`config.mk`:
```
export PLATFORM = sky130hd
export DESIGN_NAME = fc_result_collector
export DESIGN_NICKNAME = d
export VERILOG_FILES = /design/src/rtl/fc_pkg.sv /design/src/rtl/fc_bias_sat_relu.sv /design/src/rtl/fc_result_collector.sv
export SDC_FILE = /design/constraint.sdc
export NUM_CORES = 1
export LEC_CHECK = 0
export ABC_CLOCK_PERIOD_IN_PS = 6970
export CAP_MARGIN = 20
export CORE_UTILIZATION = 30
export CTS_CLUSTER_DIAMETER = 200
export DETAILED_ROUTE_END_ITERATION = 10
export GPL_TIMING_DRIVEN = 0
export SLEW_MARGIN = 5
export SYNTH_ARGS = -nofsm -noshare
export SYNTH_HDL_FRONTEND = slang
export SYNTH_SLANG_ARGS = --single-unit
export TNS_END_PERCENT = 100
```
`constraint.sdc`:
```
create_clock -name CLK -period 6.97 [get_ports CLK]
set_clock_uncertainty 0.2 [all_clocks]
set_input_delay 1.0455 -clock CLK [delete_from_list [all_inputs] [get_ports CLK]]
set_output_delay 1.0455 -clock CLK [all_outputs]
set_load 0.01 [all_outputs]
```
`src/rtl/fc_pkg.sv`:
```
// Shared types and constants for the fully-connected result collector.
// sat_add is the reference saturating add at the default data width.
package fc_pkg;

  localparam int DW      = 24;
  localparam int PHASE_W = 3;

  localparam logic [DW-1:0] SAT_MAX = {1'b0, {(DW-1){1'b1}}};
  localparam logic [DW-1:0] SAT_MIN = {1'b1, {(DW-1){1'b0}}};

  typedef enum logic [1:0] {
    COLLECT = 2'd0,
    DRAIN   = 2'd1,
    DONE    = 2'd2
  } fc_state_e;

  // Overflow shows up as the top two bits of the DW+1 sum disagreeing.
  function automatic logic [DW-1:0] sat_add(input logic [DW-1:0] a, input logic [DW-1:0] b);
    logic [DW:0] sum;
    sum = {a[DW-1], a} + {b[DW-1], b};
    if (sum[DW] != sum[DW-1]) sat_add = sum[DW] ? SAT_MIN : SAT_MAX;
    else                      sat_add = sum[DW-1:0];
  endfunction

endpackage

```
`src/rtl/fc_bias_sat_relu.sv`:
```
// Bias register file plus the bias-add/saturate stage; the ReLU stage is
// presented combinationally so the collector's buffer write is stage 2.
module fc_bias_sat_relu
  import fc_pkg::*;
#(
  parameter int DW = fc_pkg::DW
) (
  input  logic               clk_i,
  input  logic               rst_i,
  input  logic               flush_i,
  input  logic               bias_we_i,
  input  logic [PHASE_W-1:0] bias_addr_i,
  input  logic [DW-1:0]      bias_data_i,
  input  logic               in_valid_i,
  input  logic [PHASE_W-1:0] in_phase_i,
  input  logic [DW-1:0]      in_data_i,
  input  logic               relu_en_i,
  output logic               out_valid_o,
  output logic [PHASE_W-1:0] out_phase_o,
  output logic [DW-1:0]      out_data_o
);

  localparam int NB = 1 << PHASE_W;

  logic [DW-1:0]      bias_q [NB];
  logic               s1_valid_q;
  logic [PHASE_W-1:0] s1_phase_q;
  logic [DW-1:0]      s1_data_q;
  logic [DW:0]        sum_w;
  logic [DW-1:0]      sat_w;

  always_comb begin
    sum_w = {in_data_i[DW-1], in_data_i} + {bias_q[in_phase_i][DW-1], bias_q[in_phase_i]};
    sat_w = sum_w[DW-1:0];
    if (sum_w[DW] != sum_w[DW-1])
      sat_w = sum_w[DW] ? {1'b1, {(DW-1){1'b0}}} : {1'b0, {(DW-1){1'b1}}};
  end

  // A bias written this cycle is only seen by inputs from the next cycle on.
  always_ff @(posedge clk_i) begin
    if (rst_i) begin
      for (int i = 0; i < NB; i++) bias_q[i] <= '0;
      s1_valid_q <= 1'b0;
      s1_phase_q <= '0;
      s1_data_q  <= '0;
    end else begin
      if (bias_we_i) bias_q[bias_addr_i] <= bias_data_i;
      s1_valid_q <= in_valid_i && !flush_i;
      if (in_valid_i) begin
        s1_phase_q <= in_phase_i;
        s1_data_q  <= sat_w;
      end
    end
  end

  assign out_valid_o = s1_valid_q && !flush_i;
  assign out_phase_o = s1_phase_q;
  assign out_data_o  = (relu_en_i && s1_data_q[DW-1]) ? '0 : s1_data_q;

endmodule

```
`src/rtl/fc_result_collector.sv`:
```
// Collects one frame of per-phase results, then streams them in index order
// (RES_VALID/RES_READY: a beat transfers on a rising edge where both are 1) and reports the argmax.
module fc_result_collector
  import fc_pkg::*;
#(
  parameter int DW   = fc_pkg::DW,
  parameter int NOUT = 8
) (
  input  logic          CLK,
  input  logic          RST,
  input  logic          DIN_VALID,
  input  logic [DW-1:0] DIN,
  input  logic [2:0]    DIN_PHASE,
  input  logic          B_WEN,
  input  logic [2:0]    B_ADDR,
  input  logic [DW-1:0] B_WDATA,
  input  logic          RELU_EN,
  input  logic          START,
  output logic          RES_VALID,
  input  logic          RES_READY,
  output logic [DW-1:0] RES_DATA,
  output logic [2:0]    RES_IDX,
  output logic          MAX_VALID,
  output logic [2:0]    MAX_IDX,
  output logic [DW-1:0] MAX_VAL,
  output logic          BUSY,
  output logic          DUP_ERR,
  output logic          DROP_ERR
);

  localparam logic [PHASE_W:0]   NOUT_L    = (PHASE_W+1)'(NOUT);
  localparam logic [7:0]         FULL_MASK = 8'((1 << NOUT) - 1);
  localparam logic [PHASE_W-1:0] LAST_IDX  = PHASE_W'(NOUT - 1);

  fc_state_e          state_q;
  logic [7:0]         bitmap_q, bitmap_d;
  logic [DW-1:0]      buf_q [8];
  logic [PHASE_W-1:0] idx_q, run_idx_q, max_idx_q, new_idx_w;
  logic [DW-1:0]      run_val_q, max_val_q, new_val_w, cur_w;
  logic               dup_q, drop_q;
  logic               in_range_w, accept_w, drop_w, take_w;
  logic               s2_valid_w;
  logic [PHASE_W-1:0] s2_phase_w;
  logic [DW-1:0]      s2_data_w;

  assign in_range_w = {1'b0, DIN_PHASE} < NOUT_L;
  assign accept_w   = DIN_VALID && !START && (state_q == COLLECT) && in_range_w;
  assign drop_w     = DIN_VALID && !START && !((state_q == COLLECT) && in_range_w);

  fc_bias_sat_relu #(.DW(DW)) u_pipe (
    .clk_i       (CLK),
    .rst_i       (RST),
    .flush_i     (START),
    .bias_we_i   (B_WEN),
    .bias_addr_i (B_ADDR),
    .bias_data_i (B_WDATA),
    .in_valid_i  (accept_w),
    .in_phase_i  (DIN_PHASE),
    .in_data_i   (DIN),
    .relu_en_i   (RELU_EN),
    .out_valid_o (s2_valid_w),
    .out_phase_o (s2_phase_w),
    .out_data_o  (s2_data_w)
  );

  // Running argmax: the first beat seeds it, later beats need strictly greater.
  assign cur_w     = buf_q[idx_q];
  assign take_w    = (idx_q == '0) || ($signed(cur_w) > $signed(run_val_q));
  assign new_idx_w = take_w ? idx_q : run_idx_q;
  assign new_val_w = take_w ? cur_w : run_val_q;

  always_comb begin
    bitmap_d = (state_q == DONE) ? '0 : bitmap_q;
    if (s2_valid_w) bitmap_d[s2_phase_w] = 1'b1;
  end

  always_ff @(posedge CLK) begin
    if (RST || START) begin
      state_q   <= COLLECT;
      bitmap_q  <= '0;
      idx_q     <= '0;
      run_idx_q <= '0;
      run_val_q <= '0;
      max_idx_q <= '0;
      max_val_q <= '0;
      dup_q     <= 1'b0;
      drop_q    <= 1'b0;
    end else begin
      if (drop_w) drop_q <= 1'b1;
      if (s2_valid_w) begin
        buf_q[s2_phase_w] <= s2_data_w;
        if (bitmap_q[s2_phase_w] && state_q != DONE) dup_q <= 1'b1;
      end
      bitmap_q <= bitmap_d;
      case (state_q)
        COLLECT: if ((bitmap_q & FULL_MASK) == FULL_MASK) state_q <= DRAIN;
        DRAIN: begin
          if (RES_READY) begin
            run_idx_q <= new_idx_w;
            run_val_q <= new_val_w;
            idx_q     <= idx_q + 1'b1;
            if (idx_q == LAST_IDX) begin
              state_q   <= DONE;
              idx_q     <= '0;
              max_idx_q <= new_idx_w;
              max_val_q <= new_val_w;
            end
          end
        end
        DONE: begin
          state_q <= COLLECT;
          idx_q   <= '0;
        end
        default: state_q <= COLLECT;
      endcase
    end
  end

  assign RES_VALID = (state_q == DRAIN);
  assign RES_DATA  = RES_VALID ? cur_w : '0;
  assign RES_IDX   = RES_VALID ? idx_q : '0;
  assign MAX_VALID = (state_q == DONE);
  assign MAX_IDX   = max_idx_q;
  assign MAX_VAL   = max_val_q;
  assign BUSY      = (state_q != COLLECT);
  assign DUP_ERR   = dup_q;
  assign DROP_ERR  = drop_q;

endmodule

```
==> results of run 1 <==
registers in the layout (all words and copies together), names as in the netlist, named ones only:
register / cells
buf_q: 192
u_pipe.out_phase_o: 3
MAX_VAL: 24
MAX_IDX: 3
idx_q: 3
run_val_q: 24
state_q: 2
bitmap_q: 8
DROP_ERR: 1
u_pipe.bias_q: 192
u_pipe.s1_valid_q: 1
run_idx_q: 3
u_pipe.s1_data_q: 24
DUP_ERR: 1
power breakdown:
group | switching [W] | internal (W)
Sequential | 0.0000265 | 0.00322
Clock | 0.00109 | 0.00141
Combinational | 0.000360 | 0.000239
Total | 0.00148 | 0.00486
cell type report:
class / count / area (µm²) / area share
Sequential cell: 484 / 13530 / 0.5224
Tap cell: 950 / 1189 / 0.04588
Buffer: 78 / 367.9 / 0.01420
Multi-Input combinational cell: 932 / 7744 / 0.2989
Clock inverter: 23 / 214.0 / 0.008259
Timing Repair Buffer: 127 / 1353 / 0.05221
Inverter: 60 / 225.2 / 0.008694
Clock buffer: 64 / 1281 / 0.04946
cells by family (layout without fill, tap and decap cells):
family,after synthesis,count (layout),synth area share
compound gates,197,197,0.05965
flops,484,484,0.6204
mux,173,173,0.1375
simple gates,494,494,0.1187
fa+ha+maj,52,52,0.03017
buf+inv,138,352,0.02719
xor+xnor,16,16,0.006424
cell usage in the layout, fill, tap and decap left out, drive strengths merged, types with 5 or more instances in the layout:
cell,instances
a21o,17
nand2,80
and2,220
buf,34
nor3,16
o211ai,7
mux2,24
xor2,7
a21oi,44
nand2b,12
or3,5
a211oi,52
mux2i,51
edfxtp,384
or2,11
dfxtp,100
clkbuf,119
mux4,98
nand4,6
a31oi,6
inv,62
clkdlybuf4s50,116
o21ai,49
ha,51
nand3,14
xnor2,9
nor2,115
clkinv,17
final timing paths:
kind,end,depth (start not counted)
hold reg to reg,MAX_VAL[8]$_SDFFE_PP0P_,2
hold / removal,MAX_VAL[8]$_SDFFE_PP0P_,2
setup reg to reg,MAX_VAL[12]$_SDFFE_PP0P_,16
setup / recovery,u_pipe.s1_data_q[11]$_SDFFE_PP0P_,16
synthesized netlist by cell type (2+ instances only):
cell type / n / area [µm²]
a211oi_1: 49 / 367.9
a211oi_2: 3 / 37.54
a21boi_0: 4 / 30.03
a21o_1: 17 / 127.6
a21oi_1: 44 / 220.2
a221o_1: 2 / 20.02
a31o_2: 2 / 17.52
a31oi_1: 5 / 31.28
a41oi_1: 2 / 17.52
and2_1: 220 / 1376
and3_1: 4 / 25.02
buf_1: 5 / 18.77
buf_2: 9 / 45.04
buf_6: 8 / 90.09
clkbuf_1: 55 / 206.5
dfxtp_1: 100 / 2002
edfxtp_1: 384 / 11530
ha_1: 51 / 638.1
inv_1: 60 / 225.2
mux2_2: 24 / 270.3
mux2i_1: 50 / 500.5
mux4_2: 98 / 2207
nand2_1: 80 / 300.3
nand2b_1: 12 / 75.07
nand3_1: 14 / 70.07
nand3b_1: 4 / 30.03
nand4_1: 6 / 37.54
nor2_1: 114 / 427.9
nor2b_1: 3 / 18.77
nor3_1: 16 / 80.08
o211a_1: 2 / 20.02
o211ai_1: 7 / 52.55
o21a_1: 3 / 22.52
o21ai_0: 32 / 160.2
o21ai_1: 17 / 85.08
or2_2: 11 / 68.82
or3_1: 4 / 25.02
xnor2_1: 9 / 78.83
xor2_1: 7 / 61.31
metrics by stage:
stage / instance area, µm² / setup WS, ns
after floorplan: 21810 / 1.777
after global placement: 24160 / 0.5531
after detailed placement: 24410 / 0.7474
after CTS: 25910 / 1.336
after global routing: 25910 / 1.018
final: 25910 / 1.356
critical path: cells and delay by family:
kind	cells	cell delay [ns]
AOI/OAI and AO/OA	4	0.84
muxes	3	1.18
adders and majority gates	1	0.31
buffers and inverters	5	1.82
and+or+nand+nor	3	0.70
routing by layer:
layer / wire [µm] / share of wire
met5: 0 / 0
met4: 963 / 0.018
met1: 21920 / 0.42
met2: 26580 / 0.51
met3: 3096 / 0.059
==> impl_metrics.yaml, run 1 <==
logic_synthesis:
  synthesis.nets: 1667
  yosys_warnings: 0
  synth_edf_count: 384
  synthArstFlopShare: 0
  synth_top_flop_cell: "edfxtp_1"
  yosys_register_bits: 484
  synth_cell_types: 56
  seq_area_frac_synth: 0.6204
  syn_avg_cell_area_um2: 14.04
  syn-cell-area_um2: 21810
  synthCells: 1554
clock_network:
  clkLatencyLatePin_ns: 0.57
  clkTransAtPathRegs_ns: 0.06
  cts_root_buf: "clkbuf_16"
  cts.sinks: 484
  cts_tree: "built"
  holdBufCountCts: 0
  cts_buffers: 48
  cts_setup_buffers: 0
  clockBufferDepth: 3
  cts_resized: 0
  cts_htree_levels: 2
detailed_routing:
  ant_nets: 0
  drcViolationCount: 0
  wire_per_inst_um: 19.34
  via_count: 13080
  drt_iter0_markers: 893
  firstDrtPassIters: 5
  via_per_inst: 4.813
  wirelength_um: 52570
global_routing:
  grt_util_met3: 0.02123
  grt-ovfl-total: 0
  groute.usage.overall: 0.1420
  use_met1: 0.1784
  grt_pass1_wl_um: 79670
  met2_usage: 0.2558
  grt_pass1_vias: 13310
  grt_start_max_net_pins: 25
  busiest_layer: "met2"
  antenna_found_initial: 1
critical_path:
  r2r_setup_slack_ns: 1.70
  slowest_delay_ns: 0.75
  crit_type: "input pin to register"
  endpoint_kind: "register"
  critPathLaunchType: "input pin"
  critPathMaxFanout: 10
  path_cells: "clkbuf_1 > clkbuf_1 > buf_2 > mux4_2 > mux2i_1 > inv_1 > ha_1 > a211oi_1 > o211a_1 > or3_1 > nand2_1 > a31o_2 > mux2i_4 > buf_2 > nand2_1 > a211oi_1"
  required_ns: 7.25
  cp_slowest_cell: "clkbuf_1"
  cp-startpoint: "DIN_PHASE[0]"
  cp.arrival_ns: 5.90
die:
  die_x_um: 271.7
  core.rowCount: 98
  start_util: 0.3041
  io_pins: 120
  die_area_um2: 73800
  coreArea_um2: 71730
  die_y_um: 271.7
worst_hold_path:
  hold_path.class: "register to register"
  holdCritStartpoint: "MAX_VAL[8]$_SDFFE_PP0P_"
placed_design:
  gp_congestion: 0.8777
  dp_cells: 2631
  dp_hpwl_um: 38120
  io_buffers: 116
final_layout:
  antenna-diode-count: 0
  fillCellCount: 6878
  drive_gt1_frac: 0.1403
  area_growth_pct: 18.76
  stdcell_count: 2718
  nets: 1844
  final_util: 0.3612
timing:
  fmax_mhz: 178.1
  worstMarginPinSlew_ns: 0.9897
  finalHoldViolCount: 0
  fin_tns_setup_ns: 0
  finalSetupViolCount: 0
  hold_slack_ns: 0.2470
  relSlewSlack: 0.3402
  rsz0062_at_grt: "false"
  finalCritPeriodShare: 0.8055
  finalMaxSlewViolations: 0
  layout_min_cycle_time_ns: 5.614
job:
  cap_violations: 0
pwr:
  ir_worst_vdd_mv: 0.1886
  power_leakage_nw: 9.050
  p_per_area_nw_per_um2: 244.7
  p_total_w: 0.006340
status:
  status: "completed"
(Power assumes the default switching activity.)
==> inputs of run 2 (changes only) <==
--- a/config.mk
+++ b/config.mk
@@ -5,7 +5,7 @@
 export SDC_FILE = /design/constraint.sdc
 export NUM_CORES = 1
 export LEC_CHECK = 0
-export ABC_CLOCK_PERIOD_IN_PS = 6970
+export ABC_CLOCK_PERIOD_IN_PS = 4700
 export CAP_MARGIN = 20
 export CORE_UTILIZATION = 30
 export CTS_CLUSTER_DIAMETER = 200
==> constraint.sdc (replaced) <==
create_clock -name CLK -period 4.7 [get_ports CLK]
set_clock_uncertainty 0.2 [all_clocks]
set_input_delay 0.705 -clock CLK [delete_from_list [all_inputs] [get_ports CLK]]
set_output_delay 0.705 -clock CLK [all_outputs]
set_load 0.01 [all_outputs]
==> impl_metrics.yaml, run 2 (synthesized netlist as in run 1, its figures left out) <==
global_routing:
  grt_pass1_vias: 13560
  antenna_found_initial: 1
  grt_pass1_wl_um: 81080
  grt-ovfl-total: 0
  groute.usage.overall: 0.1442
  grt_start_max_net_pins: 25
die:
  coreArea_um2: 71730
  die_area_um2: 73800
  start_util: 0.3041
  core.rowCount: 98
  die_x_um: 271.7
  die_y_um: 271.7
  io_pins: 120
placed_design:
  place_ws_ns: -0.8503
  gp_congestion: 0.8710
  io_buffers: 116
  dp_hpwl_um: 38350
pwr:
  p_per_area_nw_per_um2: 366.4
  power_leakage_nw: 9.174
  ir_worst_vdd_mv: 0.3037
timing:
  hold_slack_ns: 0.2488
  layout_min_cycle_time_ns: 4.484
  worstMarginPinSlew_ns: 0.9075
  fmax_mhz: 223.0
  relSlewSlack: 0.3917
  finalSetupViolCount: 0
  finalHoldViolCount: 0
  rsz0062_at_grt: "false"
  finalCritPeriodShare: 0.9540
  fin_ws_ns: 0.2160
  finalMaxSlewViolations: 0
final_layout:
  area_growth_pct: 19.95
  final_cell_mix: "edfxtp_1, and2_1, clkdlybuf4s50_1, nor2_1, dfxtp_1"
  fillCellCount: 6849
  nets: 1844
  layout_commonest_cell: "edfxtp_1"
  top_regs: "buf_q (192), u_pipe.bias_q (192)"
  antenna-diode-count: 0
  final_util: 0.3648
  drive_gt1_frac: 0.1559
critical_path:
  cp.arrival_ns: 4.73
  required_ns: 4.95
  crit_type: "input pin to register"
  critPathLaunchType: "input pin"
  endpoint_kind: "register"
  critPathMaxFanout: 10
clock_network:
  cts_setup_buffers: 0
  cts_buffers: 48
  holdBufCountCts: 0
  cts_root_buf: "clkbuf_16"
  clkTransAtPathRegs_ns: 0.06
  cts.sinks: 484
  cts_htree_levels: 2
  clockBufferDepth: 3
  clkLatencyLatePin_ns: 0.58
  cts_tree: "built"
job:
  cap_violations: 0
detailed_routing:
  drcViolationCount: 0
  wire_per_inst_um: 19.59
  ant_nets: 0
  via_per_inst: 4.820
  via_count: 13110
  wirelength_um: 53280
  drt_iter0_markers: 873
  firstDrtPassIters: 5
worst_hold_path:
  hold_path.class: "register to register"
status:
  status: "completed"
-- run 2: cell count changes in the layout (fill, tap and decap cells not counted), sizes merged --
cell           before  now
buf                34   33
clkinv             17    8
clkdlybuf4s15       0    1
bufinv              3    2
clkbuf            119  128
inv                62   64
clkinvlp            1    2
-- run 2: through the flow --
| stage | area (µm²) | cells | power [W] | TNS [ns] |
|---|---|---|---|---|
| after floorplan | 21820 | 1554 | 0.005469 | 0 |
| after global routing | 26170 | 2720 | 0.009925 | 0 |
| after global placement | 24170 | 2620 | 0.005760 | -133.62 |
| after detailed placement | 24430 | 2631 | 0.005786 | -41.41 |
| after CTS | 26070 | 2720 | 0.009657 | 0 |
| final | 26170 | 2720 | 0.009587 | 0 |
-- run 2: path summary, 6_finish.rpt --
path,to,cells past startpoint,start,slack [ns]
hold / removal,MAX_VAL[1]$_SDFFE_PP0P_,2,MAX_VAL[1]$_SDFFE_PP0P_,0.25
hold reg to reg,MAX_VAL[1]$_SDFFE_PP0P_,2,MAX_VAL[1]$_SDFFE_PP0P_,0.25
setup reg to reg,MAX_VAL[8]$_SDFFE_PP0P_,16,register,0.29
setup / recovery,u_pipe.s1_data_q[18]$_SDFFE_PP0P_,13,DIN_PHASE[0],0.22
-- run 2: final cells by class --
class / instances / area [µm²] / share of cell area
Buffer: 78 / 445.4 / 0.01702
Tap cell: 950 / 1189 / 0.04543
Clock buffer: 73 / 1429 / 0.05461
Multi-Input combinational cell: 932 / 7806 / 0.2983
Timing Repair Buffer: 127 / 1368 / 0.05226
Inverter: 60 / 225.2 / 0.008607
Sequential cell: 484 / 13530 / 0.5172
Clock inverter: 16 / 170.2 / 0.006503
-- run 2: per-layer routing --
layer	routed length, µm	GRT usage	vias to the layer above	part of all wire
met5	0	0	-	0
met4	1163	0.03696	0	0.022
met3	2668	0.02211	80	0.050
met2	26740	0.2535	341	0.50
met1	22720	0.1844	6564	0.43
li1	-	-	6126	-
-- run 2: critical path: stages --
cell and delay [ns]:
clkbuf_1 0.21, clkbuf_2 0.44, mux4_2 0.55, mux2_2 0.32, ha_1 0.40, o211ai_1 0.15, and2_1 0.21, or3_1 0.34
o21ai_0 0.56, a41oi_1 0.22, xnor2_1 0.20, a211oi_1 0.36, nor3_1 0.09
-- run 2: what timing repair did --
action / 4_1_cts / 5_1_grt
endpoints found under the hold margin: 0 / 0
setup endpoints to repair: 78 / 77
resized for setup: 19 / 38
-- run 2: power breakdown --
part / total (W) / internal [W] / switching [W]
Sequential: 0.00481 / 0.00477 / 0.0000409
Clock: 0.00389 / 0.00223 / 0.00166
Combinational: 0.000889 / 0.000358 / 0.000531
Total: 0.00959 / 0.00735 / 0.00223
==> inputs of run 3 (changes only) <==
--- a/config.mk
+++ b/config.mk
@@ -7,10 +7,13 @@
 export LEC_CHECK = 0
 export ABC_CLOCK_PERIOD_IN_PS = 4700
 export CAP_MARGIN = 20
-export CORE_UTILIZATION = 30
+export CELL_PAD_IN_SITES_DETAIL_PLACEMENT = 1
+export CELL_PAD_IN_SITES_GLOBAL_PLACEMENT = 1
+export CORE_UTILIZATION = 45
 export CTS_CLUSTER_DIAMETER = 200
 export DETAILED_ROUTE_END_ITERATION = 10
 export GPL_TIMING_DRIVEN = 0
+export PLACE_DENSITY_LB_ADDON = 0.1
 export SLEW_MARGIN = 5
 export SYNTH_ARGS = -nofsm -noshare
 export SYNTH_HDL_FRONTEND = slang
==> impl_metrics.yaml, run 3 (synthesized netlist as in run 1, its figures left out) <==
pwr:
  power_leakage_nw: 9.178
  p_per_area_nw_per_um2: 372.4
  ir_worst_vdd_mv: 0.2981
timing:
  worstMarginPinSlew_ns: 0.8735
  fin_ws_ns: 0.1369
  finalHoldViolCount: 0
  fmax_mhz: 219.1
  finalSetupViolCount: 0
  finalCritPeriodShare: 0.9709
  fin_tns_setup_ns: 0
  relSlewSlack: 0.4176
  finalMaxSlewViolations: 0
  layout_min_cycle_time_ns: 4.563
die:
  core.rowCount: 80
  die_x_um: 222.2
  start_util: 0.4569
  die_y_um: 222.2
  die_area_um2: 49360
  coreArea_um2: 47750
  io_pins: 120
critical_path:
  r2r_end: "MAX_VAL[11]$_SDFFE_PP0P_"
  r2r_setup_slack_ns: 0.14
  critPathMaxFanout: 10
  endpoint_kind: "register"
  crit_end: "MAX_VAL[11]$_SDFFE_PP0P_"
  critPathLaunchType: "register"
  crit_type: "register to register"
  cp.arrival_ns: 4.84
  ff2ff_path_depth: 14
  required_ns: 4.98
final_layout:
  final_cell_mix: "edfxtp_1, and2_1, clkdlybuf4s50_1, nor2_1, dfxtp_1"
  antenna-diode-count: 0
  fillCellCount: 4674
  top_regs: "buf_q (192), u_pipe.bias_q (192)"
  layout_commonest_cell: "edfxtp_1"
  drive_gt1_frac: 0.1594
  area_growth_pct: 18.26
  nets: 1848
clock_network:
  cts_setup_buffers: 0
  cts_tree: "built"
  cts_buffers: 51
  cts_root_buf: "clkbuf_16"
  clkLatencyLatePin_ns: 0.61
  clkTransAtPathRegs_ns: 0.06
  cts.sinks: 484
  clockBufferDepth: 3
  cts_htree_levels: 2
  holdBufCountCts: 0
placed_design:
  io_buffers: 116
  dp_hpwl_um: 40050
  gp_congestion: 0.8750
  place_ws_ns: -0.9168
detailed_routing:
  ant_nets: 0
  drcViolationCount: 0
  via_count: 13180
  firstDrtPassIters: 5
  drt_iter0_markers: 861
  wire_per_inst_um: 23.70
  wirelength_um: 56640
  via_per_inst: 5.513
status:
  status: "completed"
worst_hold_path:
  hold_path.class: "register to register"
  whs_path_depth: 2
  holdCritStartpoint: "MAX_VAL[3]$_SDFFE_PP0P_"
global_routing:
  grt_pass1_vias: 14340
  grt-ovfl-total: 0
  antenna_found_initial: 0
  grt_start_max_net_pins: 25
  met2_usage: 0.4211
  grt_util_met3: 0.03676
  busiest_layer: "met2"
  groute.usage.overall: 0.2340
  use_met1: 0.2877
  grt_pass1_wl_um: 86490
job:
  cap_violations: 0
## run 3: what timing repair did
item / in CTS / in global routing
resized for setup: 34 / 36
setup endpoints to repair: 84 / 44
gates cloned: 0 / 0
## run 3: final cells by class
cell class | instances | area, µm² | area share
Sequential cell | 484 | 13530 | 0.5246
Multi-Input combinational cell | 932 | 7856 | 0.3045
Clock buffer | 71 | 1411 | 0.05471
Timing Repair Buffer | 128 | 1341 | 0.05199
Tap cell | 615 | 769.5 | 0.02983
Buffer | 78 | 447.9 | 0.01736
Inverter | 60 | 225.2 | 0.008730
Clock inverter | 22 | 212.7 | 0.008245
## run 3: through the flow
step                hold slack [ns]  cell area (µm²)  instances  utilization  power, W
finish                       0.2490            25800       2390       0.5403  0.009607
global route                 0.2708            25800       2390       0.5403  0.009916
CTS                          0.2544            25690       2390       0.5381  0.009692
detailed placement           0.2454            23980       2297       0.5023  0.005793
global placement             0.2361            23750       2285       0.4974  0.005761
floorplan                    0.2317            21820       1554            -  0.005469
## run 3: how the worst min path moves through the flow
stage | end | slack (ns)
2_1_floorplan | u_pipe.s1_data_q[1]$_SDFFE_PP0P_ | 0.23
3_3_place_gp | MAX_VAL[17]$_SDFFE_PP0P_ | 0.24
3_5_place_dp | MAX_VAL[7]$_SDFFE_PP0P_ | 0.25
4_1_cts | MAX_VAL[7]$_SDFFE_PP0P_ | 0.25
5_1_grt | MAX_VAL[3]$_SDFFE_PP0P_ | 0.27
6_report | MAX_VAL[3]$_SDFFE_PP0P_ | 0.25
## run 3: per-layer routing
metal	share of wire	routed length (µm)	up-vias
li1	-	-	6140
met1	0.41	23420	6707
met2	0.52	29490	248
met3	0.036	2058	81
met4	0.029	1666	0
met5	0	0	-
## run 3: critical path, cell delays in order (launching register included)
cell and delay, ns:
dfxtp_1 0.32, clkbuf_1 0.43, clkbuf_4 0.46, mux2i_1 0.70, inv_1 0.16, ha_1 0.34
nand4_1 0.15, a21oi_1 0.07, o31a_1 0.31, or3_4 0.38, nand3_1 0.10, buf_6 0.19
buf_6 0.22, mux2i_2 0.29, o21ai_1 0.09
## run 3: report_power, final
group / total [W] / internal, W / leakage [nW] / switching [W]
clock: 0.00390 / 0.00222 / 0.784 / 0.00168
combinational: 0.000892 / 0.000358 / 3.88 / 0.000533
sequential: 0.00481 / 0.00477 / 4.51 / 0.0000410
==> edit: new RTL, flow settings as in run 1 <==
Set the package constant `DW` to 36 (it was 24).
--- a/src/rtl/fc_pkg.sv
+++ b/src/rtl/fc_pkg.sv
@@ -4,3 +4,3 @@
 
-  localparam int DW      = 24;
+  localparam int DW      = 36;
   localparam int PHASE_W = 3;
Ports: changed (resized B_WDATA, DIN, MAX_VAL and RES_DATA); port bits go from 120 to 168. No check against the original RTL was run, so the function may have changed too.
==> edit against run 1 <==
  * Final cell count up 46%
  * Synthesized area up 49%
  * Hold slack better by 0.023 ns
  * Count of clock-buffer cells in the layout is 41 higher
  * Final area is 50% higher
  * Sequential share of layout area is 0.81 points lower
  * Synthesized cell count rose by 43%
  * Die area up 48%
  * Wire length rose by 61%
  * Sequential power up 48%
  * Sequential cell count rose by 228
  * Total power up 54%
  * Setup slack got worse by 0.43 ns
  * Critical path type unchanged
  * Critical endpoint is now u_pipe.s1_data_q[33]
  * Largest cell class unchanged
==> edit: results (changes against run 1) <==
\begin{tabular}{lr}
\hline
Metric & Value \\
\hline
\multicolumn{2}{l}{\textbf{Status}} \\
Status & complete, no violations \\
\multicolumn{2}{l}{\textbf{STA}} \\
Ratio of final minimum period to clock period & 0.867 (+0.0617) \\
Final Hold Slack & 0.270 ns (+0.0232 ns) \\
Transition time of the tightest slew-check pin & 1.06 ns (+0.0670 ns) \\
\multicolumn{2}{l}{\textbf{Placed design}} \\
Gp weighted congestion & 0.840 (-4.3\%) \\
Placed cell count & 3816 (+45\%) \\
\# port buffers & 164 (+41\%) \\
Half-perimeter wire length after placement & 59700 um (+57\%) \\
Area post-placement & 36500 sq um (+50\%) \\
\multicolumn{2}{l}{\textbf{Finish}} \\
Largest registers & buf\_q: 288 flops, u\_pipe.bias\_q: 288 flops \\
Fin cells & 3958 (+46\%) \\
Fraction of final layout cells sized beyond drive strength 1 & 0.172 (+0.0314) \\
\multicolumn{2}{l}{\textbf{GRT}} \\
Number of global-route vias before repair & 19300 (+45\%) \\
Maximum number of pins on one net before global-route repair & 27 (+8.0\%) \\
GR Util All Layers & 0.155 (+0.0125) \\
Wire length of the first global-routing pass & 125000 um (+56\%) \\
\multicolumn{2}{l}{\textbf{Yosys}} \\
Count of flip-flops with a built-in enable after synthesis & 576 (+50\%) \\
Post-synthesis cell type count & 70 (+25\%) \\
Top cell types by occurrence after synthesis & 576 x edfxtp\_1, 362 x and2\_1, 146 x mux4\_2 \\
Number of nets produced by synthesis & 2379 (+43\%) \\
Leading post-synthesis cells by cell area & edfxtp\_1 53\%, mux4\_2 10\%, dfxtp\_1 8.4\%, and2\_1 7.0\%, ha\_1 2.9\% \\
Mean instance size in the synthesized netlist & 14.6 sq um (+4.2\%) \\
Sequential fraction of the synthesis area & 0.617 (-0.00320) \\
\multicolumn{2}{l}{\textbf{Routing}} \\
Met3 wirelength from detailed routing & 5370 um (+73\%) \\
Detailed-route vias per instance & 4.83 (+0.26\%) \\
Highest metal used & met5 \\
DRT iter0 DRCs & 1350 (+51\%) \\
Met2 WL post-DR & 39800 um (+50\%) \\
Number of iterations in the first detailed-routing pass & 5 (unchanged) \\
Met1 Wirelength & 37000 um (+69\%) \\
\multicolumn{2}{l}{\textbf{CTS}} \\
\# Post-CTS Setup Buffers & 0 (unchanged) \\
Count of H-tree levels built during CTS & 3 (+1) \\
Clock latency on the worst-skew pair & 0.63 ns (+0.06 ns) \\
TritonCTS Buffers & 75 (+56\%) \\
\multicolumn{2}{l}{\textbf{Power and ir drop}} \\
Worst supply voltage drop on vdd & 153 uV (-19\%) \\
Leakage Power & 13.4 nW (+48\%) \\
\multicolumn{2}{l}{\textbf{Worst hold path}} \\
Min-Delay Endpoint & MAX\_VAL[0] \\
Beginning of the worst hold path & MAX\_VAL[0] \\
\multicolumn{2}{l}{\textbf{Setup path}} \\
FF-to-FF End & MAX\_VAL[21] \\
Register-to-register setup slack & 0.97 ns (-0.73 ns) \\
\hline
\end{tabular}
edit: cell count changes after synthesis, sizes merged, moves of 14 or more:
cell,run 1,this run
ha,51,75
nand3,14,62
mux2i,51,77
nor2,115,129
mux2,24,72
mux4,98,146
clkbuf,55,82
edfxtp,384,576
o21ai,49,68
dfxtp,100,136
nand2,80,39
and2,220,362
edit: layout make-up:
class / count / area (sq um)
Inverter: 58 / 218
Antenna cell: 3 / 7.51
Timing Repair Buffer: 197 / 2260
Tap cell: 1403 / 1760
Clock buffer: 105 / 2110
Clock inverter: 32 / 292
Multi-Input combinational cell: 1331 / 11700
Buffer: 117 / 538
Sequential cell: 712 / 20000
Fill cell: 10200 / 68300
edit: power breakdown:
group          total (mW)  switching, mW  leakage [nW]  internal [mW]
combinational        1.03          0.627          5.60          0.406
sequential           4.79         0.0415          6.66           4.75
clock                3.96           1.68          1.17           2.28
total                9.79           2.35          13.4           7.44
edit: critical path: stages:
cell	delay, ns
clkbuf_1	0.55
buf_1	0.82
mux4_2	0.60
mux2_2	0.33
ha_1	0.43
a21o_1	0.15
nand3_1	0.09
a311o_1	0.37
a2111oi_0	0.52
o31ai_1	0.24
mux2i_1	0.16
a2111oi_1	0.62
maj3_1	0.33
a211oi_2	0.07
edit: metrics by stage:
stage / power, mW / setup WS [ns]
after floorplan: 5.53 / 1.49
after global placement: 5.89 / -1.75
after CTS: 9.85 / 0.688
after detailed placement: 5.91 / 0.148
final: 9.79 / 0.926
after global routing: 10.1 / 0.450
edit: metal layers:
layer / vias to the layer above / GRT usage
li1: 8919 / -
met4: 6 / 0.0519
met1: 9481 / 0.207
met2: 565 / 0.248
met3: 127 / 0.0322
met5: - / 0.00739
edit: cell families (layout without fill, tap and decap cells):
kind of cell,after synthesis,count (layout),synth area share
other cells,0,3,0
mux,295,295,0.150
simple gates,669,669,0.114
flops,712,712,0.617
buf+inv,175,509,0.0233
fa+ha+maj,84,84,0.0321
xor+xnor,32,32,0.00887
compound gates,251,251,0.0548
edit: worst max-delay path by stage:
| stage | start | to | slack, ns | cells past startpoint |
|---|---|---|---|---|
| floorplan | DIN_PHASE[0] | u_pipe.s1_data_q[10] | 1.49 | 15 |
| global placement | RST | buf_q[0][9] | -1.75 | 4 |
| detailed placement | DIN_PHASE[0] | u_pipe.s1_data_q[33] | 0.15 | 14 |
| CTS | register | MAX_VAL[19] | 0.69 | 16 |
| global route | register | MAX_IDX[1] | 0.45 | 16 |
| finish | DIN_PHASE[0] | u_pipe.s1_data_q[33] | 0.93 | 14 |
